===== config.mk =====
export PLATFORM = sky130hd
export DESIGN_NAME = pi_bus_bridge
export DESIGN_NICKNAME = d
export VERILOG_FILES = /design/src/rtl/pi_bus_bridge.sv
export SDC_FILE = /design/constraint.sdc
export NUM_CORES = 1
export LEC_CHECK = 0
export BUFFER_PORTS_ARGS = -buffer_cell sky130_fd_sc_hd__buf_2
export CAP_MARGIN = 20
export CELL_PAD_IN_SITES_DETAIL_PLACEMENT = 2
export CELL_PAD_IN_SITES_GLOBAL_PLACEMENT = 2
export CORE_MARGIN = 4
export CORE_UTILIZATION = 32
export DETAILED_ROUTE_END_ITERATION = 8
export GPL_TIMING_DRIVEN = 1
export PLACE_DENSITY = 0.81
export SLEW_MARGIN = 30
export SYNTH_ARGS = -nofsm -noshare
export SYNTH_HDL_FRONTEND = slang
export SYNTH_SLANG_ARGS = --single-unit

===== constraint.sdc =====
create_clock -name clk -period 3.8 [get_ports clk]
set_input_delay 1.14 -clock clk [delete_from_list [all_inputs] [get_ports clk]]
set_output_delay 1.14 -clock clk [all_outputs]
set_load 0.02 [all_outputs]

===== src/rtl/pi_bus_bridge.sv =====
// -----------------------------------------------------------------------------
// pi_bus_bridge
//
// Purpose:
//   Carries one Pi transaction, latched by the SPI command stage, onto the
//   shared RAM bus. The asynchronous pi_pending request is synchronised into
//   the clk domain. The bridge then requests the Pi bus slot and waits for the
//   grant strobe. It performs a single RAM read or write with a strobe that is
//   exactly ACCESS_CYCLES clocks wide. Completion (pi_done, plus pi_data_out
//   for reads) is returned through a four-phase handshake.
//
// Parameters:
//   SYNC_STAGES    flops in the pi_pending synchroniser (>= 2)
//   ACCESS_CYCLES  clocks the RAM strobe is held active (1..15)
//
// Ports:
//   clk, reset_n                 system clock, synchronous active-low reset
//   pi_pending                   async request from the SPI stage
//   pi_rw_b, pi_addr, pi_data_in transaction fields, stable while pending
//   pi_done, pi_data_out         completion flag and read result
//   bus_grant, bus_req           Pi slot strobe in, slot request out
//   ram_addr, ram_data_out       RAM address and write data
//   ram_data_oe                  drive ram_data_out onto the data bus
//   ram_we_n, ram_oe_n           RAM write strobe / output enable (active low)
//   ram_data_in                  RAM read data
// -----------------------------------------------------------------------------
module pi_bus_bridge #(
   parameter int SYNC_STAGES   = 2,
   parameter int ACCESS_CYCLES = 2
) (
   input  logic        clk,
   input  logic        reset_n,
   input  logic        pi_pending,
   input  logic        pi_rw_b,
   input  logic [16:0] pi_addr,
   input  logic [7:0]  pi_data_in,
   output logic        pi_done,
   output logic [7:0]  pi_data_out,
   input  logic        bus_grant,
   output logic        bus_req,
   output logic [16:0] ram_addr,
   output logic [7:0]  ram_data_out,
   output logic        ram_data_oe,
   output logic        ram_we_n,
   output logic        ram_oe_n,
   input  logic [7:0]  ram_data_in
);

   typedef enum logic [1:0] {
      IDLE       = 2'd0,
      WAIT_GRANT = 2'd1,
      ACCESS     = 2'd2,
      DONE       = 2'd3
   } state_t;

   // The strobe is asserted on the grant edge and is then held for the
   // remaining ACCESS_CYCLES-1 counts. That makes it exactly ACCESS_CYCLES wide.
   localparam logic [3:0] CNT_LOAD = 4'(ACCESS_CYCLES - 1);

   // ---------------------------------------------------------------- sync chain
   logic [SYNC_STAGES-1:0] sync_q;
   logic [SYNC_STAGES-1:0] sync_d;
   logic                   pend_s;

   assign sync_d[0] = pi_pending;

   generate
      for (genvar gi = 1; gi < SYNC_STAGES; gi++) begin : g_sync
         assign sync_d[gi] = sync_q[gi-1];
      end
   endgenerate

   assign pend_s = sync_q[SYNC_STAGES-1];

   // ---------------------------------------------------------------- registers
   state_t      state_q,        state_d;
   logic        bus_req_q,      bus_req_d;
   logic [16:0] ram_addr_q,     ram_addr_d;
   logic [7:0]  ram_data_out_q, ram_data_out_d;
   logic        ram_data_oe_q,  ram_data_oe_d;
   logic        ram_we_n_q,     ram_we_n_d;
   logic        ram_oe_n_q,     ram_oe_n_d;
   logic        pi_done_q,      pi_done_d;
   logic [7:0]  pi_data_out_q,  pi_data_out_d;
   logic [3:0]  cnt_q,          cnt_d;
   logic [16:0] lat_addr_q,     lat_addr_d;
   logic [7:0]  lat_data_q,     lat_data_d;
   logic        lat_rw_q,       lat_rw_d;

   always_ff @(posedge clk) begin
      if (!reset_n) begin
         sync_q         <= '0;
         state_q        <= IDLE;
         bus_req_q      <= 1'b0;
         ram_addr_q     <= '0;
         ram_data_out_q <= '0;
         ram_data_oe_q  <= 1'b0;
         ram_we_n_q     <= 1'b1;
         ram_oe_n_q     <= 1'b1;
         pi_done_q      <= 1'b0;
         pi_data_out_q  <= '0;
         cnt_q          <= '0;
         lat_addr_q     <= '0;
         lat_data_q     <= '0;
         lat_rw_q       <= 1'b0;
      end else begin
         sync_q         <= sync_d;
         state_q        <= state_d;
         bus_req_q      <= bus_req_d;
         ram_addr_q     <= ram_addr_d;
         ram_data_out_q <= ram_data_out_d;
         ram_data_oe_q  <= ram_data_oe_d;
         ram_we_n_q     <= ram_we_n_d;
         ram_oe_n_q     <= ram_oe_n_d;
         pi_done_q      <= pi_done_d;
         pi_data_out_q  <= pi_data_out_d;
         cnt_q          <= cnt_d;
         lat_addr_q     <= lat_addr_d;
         lat_data_q     <= lat_data_d;
         lat_rw_q       <= lat_rw_d;
      end
   end

   // ---------------------------------------------------------------- next state
   always_comb begin
      state_d        = state_q;
      bus_req_d      = bus_req_q;
      ram_addr_d     = ram_addr_q;
      ram_data_out_d = ram_data_out_q;
      ram_data_oe_d  = ram_data_oe_q;
      ram_we_n_d     = ram_we_n_q;
      ram_oe_n_d     = ram_oe_n_q;
      pi_done_d      = pi_done_q;
      pi_data_out_d  = pi_data_out_q;
      cnt_d          = cnt_q;
      lat_addr_d     = lat_addr_q;
      lat_data_d     = lat_data_q;
      lat_rw_d       = lat_rw_q;

      case (state_q)
         IDLE: begin
            // Entry to IDLE always follows pend_s low, so a high pend_s here
            // is a fresh request. Its fields are captured once, right now.
            if (pend_s) begin
               state_d    = WAIT_GRANT;
               bus_req_d  = 1'b1;
               lat_addr_d = pi_addr;
               lat_data_d = pi_data_in;
               lat_rw_d   = pi_rw_b;
            end
         end

         WAIT_GRANT: begin
            // An abort is checked first, so a grant on the same edge is dropped.
            if (!pend_s) begin
               state_d   = IDLE;
               bus_req_d = 1'b0;
            end else if (bus_grant) begin
               state_d    = ACCESS;
               ram_addr_d = lat_addr_q;
               cnt_d      = CNT_LOAD;
               if (lat_rw_q) begin
                  ram_oe_n_d = 1'b0;
               end else begin
                  ram_data_out_d = lat_data_q;
                  ram_data_oe_d  = 1'b1;
                  ram_we_n_d     = 1'b0;
               end
            end
         end

         ACCESS: begin
            // pend_s is not looked at here. Once started, the access runs to the end.
            if (cnt_q == 4'd0) begin
               state_d    = DONE;
               ram_we_n_d = 1'b1;
               ram_oe_n_d = 1'b1;
               bus_req_d  = 1'b0;
               pi_done_d  = 1'b1;
               if (lat_rw_q) begin
                  pi_data_out_d = ram_data_in;
               end
            end else begin
               cnt_d = cnt_q - 4'd1;
            end
         end

         DONE: begin
            // After a write the data bus is still driven during the first DONE
            // cycle, which gives hold time after ram_we_n rises.
            ram_data_oe_d = 1'b0;
            if (!pend_s) begin
               state_d   = IDLE;
               pi_done_d = 1'b0;
            end
         end

         default: begin
            state_d = IDLE;
         end
      endcase
   end

   // ---------------------------------------------------------------- outputs
   assign pi_done      = pi_done_q;
   assign pi_data_out  = pi_data_out_q;
   assign bus_req      = bus_req_q;
   assign ram_addr     = ram_addr_q;
   assign ram_data_out = ram_data_out_q;
   assign ram_data_oe  = ram_data_oe_q;
   assign ram_we_n     = ram_we_n_q;
   assign ram_oe_n     = ram_oe_n_q;

endmodule


=== After elaboration in Yosys (flattened, before gate mapping) ===
Cells that the tools add are included.
Widths: inputs -> output; s select.

* ROM bits: 0
* Bits in latches: 0
* Input bits: 38
* Logic and storage cells: 74
* Register bits: 72
* Memories kept: 0
* Bits in writable memories: 0

* Reduce and logical (&&, ||, !) cells: 17
* Add/sub/neg operators: 1
* Eq/ne operators: 13
* Divide/modulo/power cells: 0
* Bitwise logic cells: 1
* $mul: 0
* Shift operators: 0
* Magnitude comparators: 0
* Muxes and demuxes: 28

{| class="wikitable"
|+ Operator list
! kind !! count
|-
| $reduce_and 4->1 || 5
|-
| $ne 2x2->1 const B || 9
|-
| $mux 1 || 13
|-
| $mux 4 || 3
|-
| $mux 2 || 5
|-
| $reduce_and 5->1 || 2
|-
| $reduce_and 3->1 || 3
|-
| $pmux 1 s2 || 4
|-
| $pmux 2 s4 || 1
|-
| $pmux 4 s2 || 1
|-
| $reduce_bool 2->1 || 3
|-
| $eq 2x2->1 const B || 2
|-
| $logic_not 4->1 || 1
|-
| $sub 4x1->4 const B || 1
|-
| $ne 3x3->1 const B || 1
|-
| $pmux 1 s3 || 1
|-
| $reduce_bool 3->1 || 1
|-
| $eq 2x1->1 const B || 1
|-
| $logic_not 2->1 || 1
|-
| $reduce_and 2->1 || 1
|-
| $not 1->1 || 1
|}

=== Logic depth before layout (Yosys ltp) ===
* Depth in word-level cells: 4
* Gate-level depth with buffers: 8
* Mapped depth without buffers: 6

=== Worst setup path after synthesis ===
OpenSTA, ideal clock, no wires.

* Kind: input to register
* From: input port bus_grant
* To: register (tool-made name)
* Setup slack: 1.762 ns
* Library setup time: 0.070 ns
* Arrival time: 1.968 ns
* Stages on the path: 4
* Cells stage by stage: nand2b_2 > a31oi_2 > or4_1 > a21oi_1

{| class="wikitable"
|+ RTL lines
! item !! line !! RTL
|-
| start, declared || 39 || <nowiki>input logic bus_grant,</nowiki>
|}

=== Worst setup path after layout ===
* From: register cnt_q[0]
* To: register pi_data_out_q[5] (netlist: pi_data_out[5])

* Word-level cells in the longest chain between the ends: 2

{| class="wikitable"
|+ RTL lines
! item !! line !! RTL
|-
| start, declared || 85 || <nowiki>logic [3:0] cnt_q, cnt_d;</nowiki>
|-
| start signal, assigned || 117 || <nowiki>cnt_q <= cnt_d;</nowiki>
|-
| $logic_not 4->1 || 174 || <nowiki>if (cnt_q == 4'd0) begin</nowiki>
|-
| $reduce_and 3->1 (no source line) || - ||
|-
| end signal, assigned || 116 || <nowiki>pi_data_out_q <= pi_data_out_d;</nowiki>
|-
| end, declared || 84 || <nowiki>logic [7:0] pi_data_out_q, pi_data_out_d;</nowiki>
|}

Every way passes these cells.
A chain may end at the register's enable or synchronous reset.

==> summary.txt <==
Setup path
  – Crit Path Max Fanout: 11
  – Critical path depth: 6
  – Slowest Stage Delay on Critical Path: 0.56 ns
  – Top Family by Delay on Critical Path: simple AND/OR/NAND/NOR gates
  – Reg-to-Reg Start: cnt_q[0]$_SDFFE_PN0P_
  – Worst Setup SP: cnt_q[0]$_SDFFE_PN0P_
  – Crit path required time: 4.00 ns
  – Worst path arrival time: 2.39 ns
  – Slowest-stage cell, CP: and3_1
  – Startpoint Class: register
  – Crit path capture type: register
  – Buf/Inv on CP: 1
  – R2R cell count: 6
  – Worst setup path category: reg2reg
  – CP Capture Point: pi_data_out[5]$_SDFFE_PN0P_
  – R2r setup slk: 1.61 ns
  – R2r endpoint: pi_data_out[5]$_SDFFE_PN0P_
  – Cell breakdown of the critical path: inv_1 -> ha_1 -> nor3b_2 -> and3_1 -> mux2i_1 -> nor2_1

Detailed routing
  – Vias per inst: 5.017
  – Final WL: 8.491 mm
  – Post-detailed-route count of antenna-violating nets: 0
  – Routed WL per cell: 16.36 um
  – Post-route DRC: 0
  – TritonRoute pass-1 iters: 4
  – DRT iter0 DRCs: 41
  – Vias after detailed routing: 2604

Synth
  – Unique masters post-synth: 39
  – Commonest cells post-synth: nand2_1 (110), dfxtp_1 (72), a21oi_1 (53)
  – Synth area leader: dfxtp_1
  – EDFF count, synth: 0
  – Post-synth top area share: 51.20%
  – Predominant post-synthesis flop cell: dfxtp_1
  – #FFs+latches synth: 72
  – Most common cell in the synthesized netlist: nand2_1
  – Top cells by area, synth: dfxtp_1 (51%), nand2_1 (15%), a21oi_1 (9.4%)
  – Avg Synthesized Cell Area: 8.232 um^2
  – Post-synthesis net count: 386
  – Post-Syn Area: 2815 um^2
  – Warnings, synthesis: 0
  – Cells after Synth: 342
  – Post-synthesis sequential area ratio: 51.20%
  – Synth async-reset ratio: 0%

Layout
  – Sequential cell area: 1441 um^2
  – ANT cells: 0
  – Multi-input logic area: 1259 um^2
  – Fraction of layout cells with a size suffix above 1: 23.91%
  – Layout area overhead: 22.67%
  – Final nets: 453
  – Final-layout fill cell count: 1012

Clock network
  – CTS tree: done
  – Cts repair resizes: 0
  – Post-CTS setup buffers: 0
  – # H-tree levels: 3
  – Clk slew on worst S/H paths: 0.08 ns
  – Hold-fix buffers, CTS: 0
  – Worst-skew pair later-pin latency: 0.34 ns
  – Clk root buf: clkbuf_8
  – CTS Buffer Depth: 2
  – Clk sink count: 72
  – Num CTS Buffers: 9

Floorplanning
  – Io pins: 76
  – Die W: 101.8 um
  – Die Y: 101.8 um
  – Core outline area: 8382 um^2
  – Die ar.: 10360 um^2
  – Rows: 33
  – Initial Util: 33.59%

Timing
  – Fmax: 457.1 MHz
  – Setup TNS: 0 ns
  – Final Cycle Share: 57.57%
  – Slew HR: 50.91%
  – Slew Limit Fails: 0
  – Final worst path period need: 2.188 ns
  – Final setup vio count: 0
  – Worst hold slack: 0.4427 ns
  – Tightest Pin Transition: 0.7342 ns
  – Hold Violations, Final: 0
  – Clock skew: 0.009038 ns
  – RSZ-0062 raised after global routing: false

Global routing
  – First-pass GRT wire length: 13.65 mm
  – Grt met1 use: 22.57%
  – Largest net degree at the start of global routing: 33
  – Met3 GRT Util: 3.444%
  – Initial antenna violation count: 0
  – Routing usage on met2: 26.66%
  – Number of global-route vias before repair: 2725
  – Remaining Overflow, GRT: 0
  – Top Usage Layer GRT: met2
  – Global Route Usage Sum: 16.71%

Power and ir drop
  – Power Density: 444.2 nW/um^2
  – Pint: 1.141 mW
  – Clock power share: 40.6%
  – Leak Pwr: 1.355 nW
  – Combinational group share of total power: 8.1%
  – Peak VDD IR: 0.0001801 V
  – Sw power: 0.3927 mW
  – Sw frac: 25.60%
  – Seq pwr share: 51.2%

Flow run
  – Number of max-cap violations: 0

Outcome
  – Status: complete, no violations

Place
  – I/O Buffers: 75
  – Final weighted congestion in routability-driven placement: 0.7621
  – Post-DP HPWL: 6.030 mm

Hold path
  – Min-delay worst type: reg2reg
-- per-layer routing --
layer | share of wire (%) | wire length [um]
met1 | 48 | 4060
met2 | 46 | 3881
met3 | 5.4 | 456
met4 | 1.1 | 93
met5 | 0 | 0
-- layout make-up --
cell class | instances | area share, %
clock inverter | 6 | 1.957
multi-input combinational | 242 | 36.45
tap | 105 | 3.804
inverter | 7 | 0.7609
clock buffer | 10 | 3.986
timing repair buffer | 77 | 11.30
sequential | 72 | 41.74
-- worst min path at each step --
| stage | from | slack (ns) | cells after the start | end |
|---|---|---|---|---|
| finish | sync_q[0]$_SDFF_PN0_ | 0.44 | 1 | sync_q[1]$_SDFF_PN0_ |
| global placement | sync_q[0]$_SDFF_PN0_ | 0.42 | 1 | sync_q[1]$_SDFF_PN0_ |
| floorplan | sync_q[0]$_SDFF_PN0_ | 0.41 | 1 | sync_q[1]$_SDFF_PN0_ |
| global route | sync_q[0]$_SDFF_PN0_ | 0.46 | 1 | sync_q[1]$_SDFF_PN0_ |
| CTS | sync_q[0]$_SDFF_PN0_ | 0.45 | 1 | sync_q[1]$_SDFF_PN0_ |
| detailed placement | sync_q[0]$_SDFF_PN0_ | 0.43 | 1 | sync_q[1]$_SDFF_PN0_ |
-- registers in the layout, indices dropped and copies added, names as in the netlist, 2 cells and up, named ones only --
| register | flops |
|---|---|
| lat_addr_q | 17 |
| ram_addr | 17 |
| lat_data_q | 8 |
| pi_data_out | 8 |
| ram_data_out | 8 |
| cnt_q | 4 |
| sync_q | 2 |
-- cell families (layout without fill, tap and decap cells) --
group | count (synthesis) | after routing | synth area share (%)
DFF | 72 | 72 | 51.20
muxes | 9 | 9 | 3.200
AOI/OAI and AO/OA | 79 | 79 | 16.18
adders and majority gates | 6 | 6 | 2.667
and+or+nand+nor | 148 | 148 | 22.53
buffers and inverters | 28 | 100 | 4.222
-- power groups by stage --
| stage | Clock [mW] | Sequential [mW] | Combinational (mW) |
|---|---|---|---|
| 6_report | 0.623 | 0.786 | 0.125 |
| 5_1_grt | 0.673 | 0.789 | 0.141 |
| 4_1_cts | 0.647 | 0.786 | 0.126 |
| 3_5_place_dp | 0 | 0.803 | 0.125 |
| 3_3_place_gp | 0 | 0.802 | 0.121 |
| 2_1_floorplan | 0 | 0.806 | 0.0714 |
-- per-stage QoR --
stage	instance area [um^2]	utilization (%)	instances	worst slack (ns)	total power, mW
global route	3453	41.20	519	1.417	1.602
global placement	3244	38.71	503	1.451	0.9232
detailed placement	3246	38.72	503	1.417	0.9280
CTS	3451	41.17	519	1.570	1.559
finish	3453	41.20	519	1.612	1.534
floorplan	2815	-	342	1.762	0.8769
-- cell usage in the layout (no fill, tap or decap), types with 2 or more instances in the layout --
cell,instances
dfxtp_1,72
nand2_1,109
nor2_1,10
buf_2,75
nand2b_1,2
inv_1,6
nand3_1,5
a21oi_1,53
and3_1,3
a211oi_1,2
ha_1,6
clkinvlp_4,2
nor2b_1,3
o31ai_1,2
mux2i_1,9
o21ai_0,7
clkbuf_8,10
buf_4,2
nor3_1,3
or4_1,2
a21o_1,2
a311oi_1,4
and2_1,2
-- worst register-to-register path: stages (launching register included) --
cell,delay (ns)
dfxtp_1,0.35
inv_1,0.08
ha_1,0.19
nor3b_2,0.55
and3_1,0.56
mux2i_1,0.27
nor2_1,0.05
(Power assumes the default switching activity.)
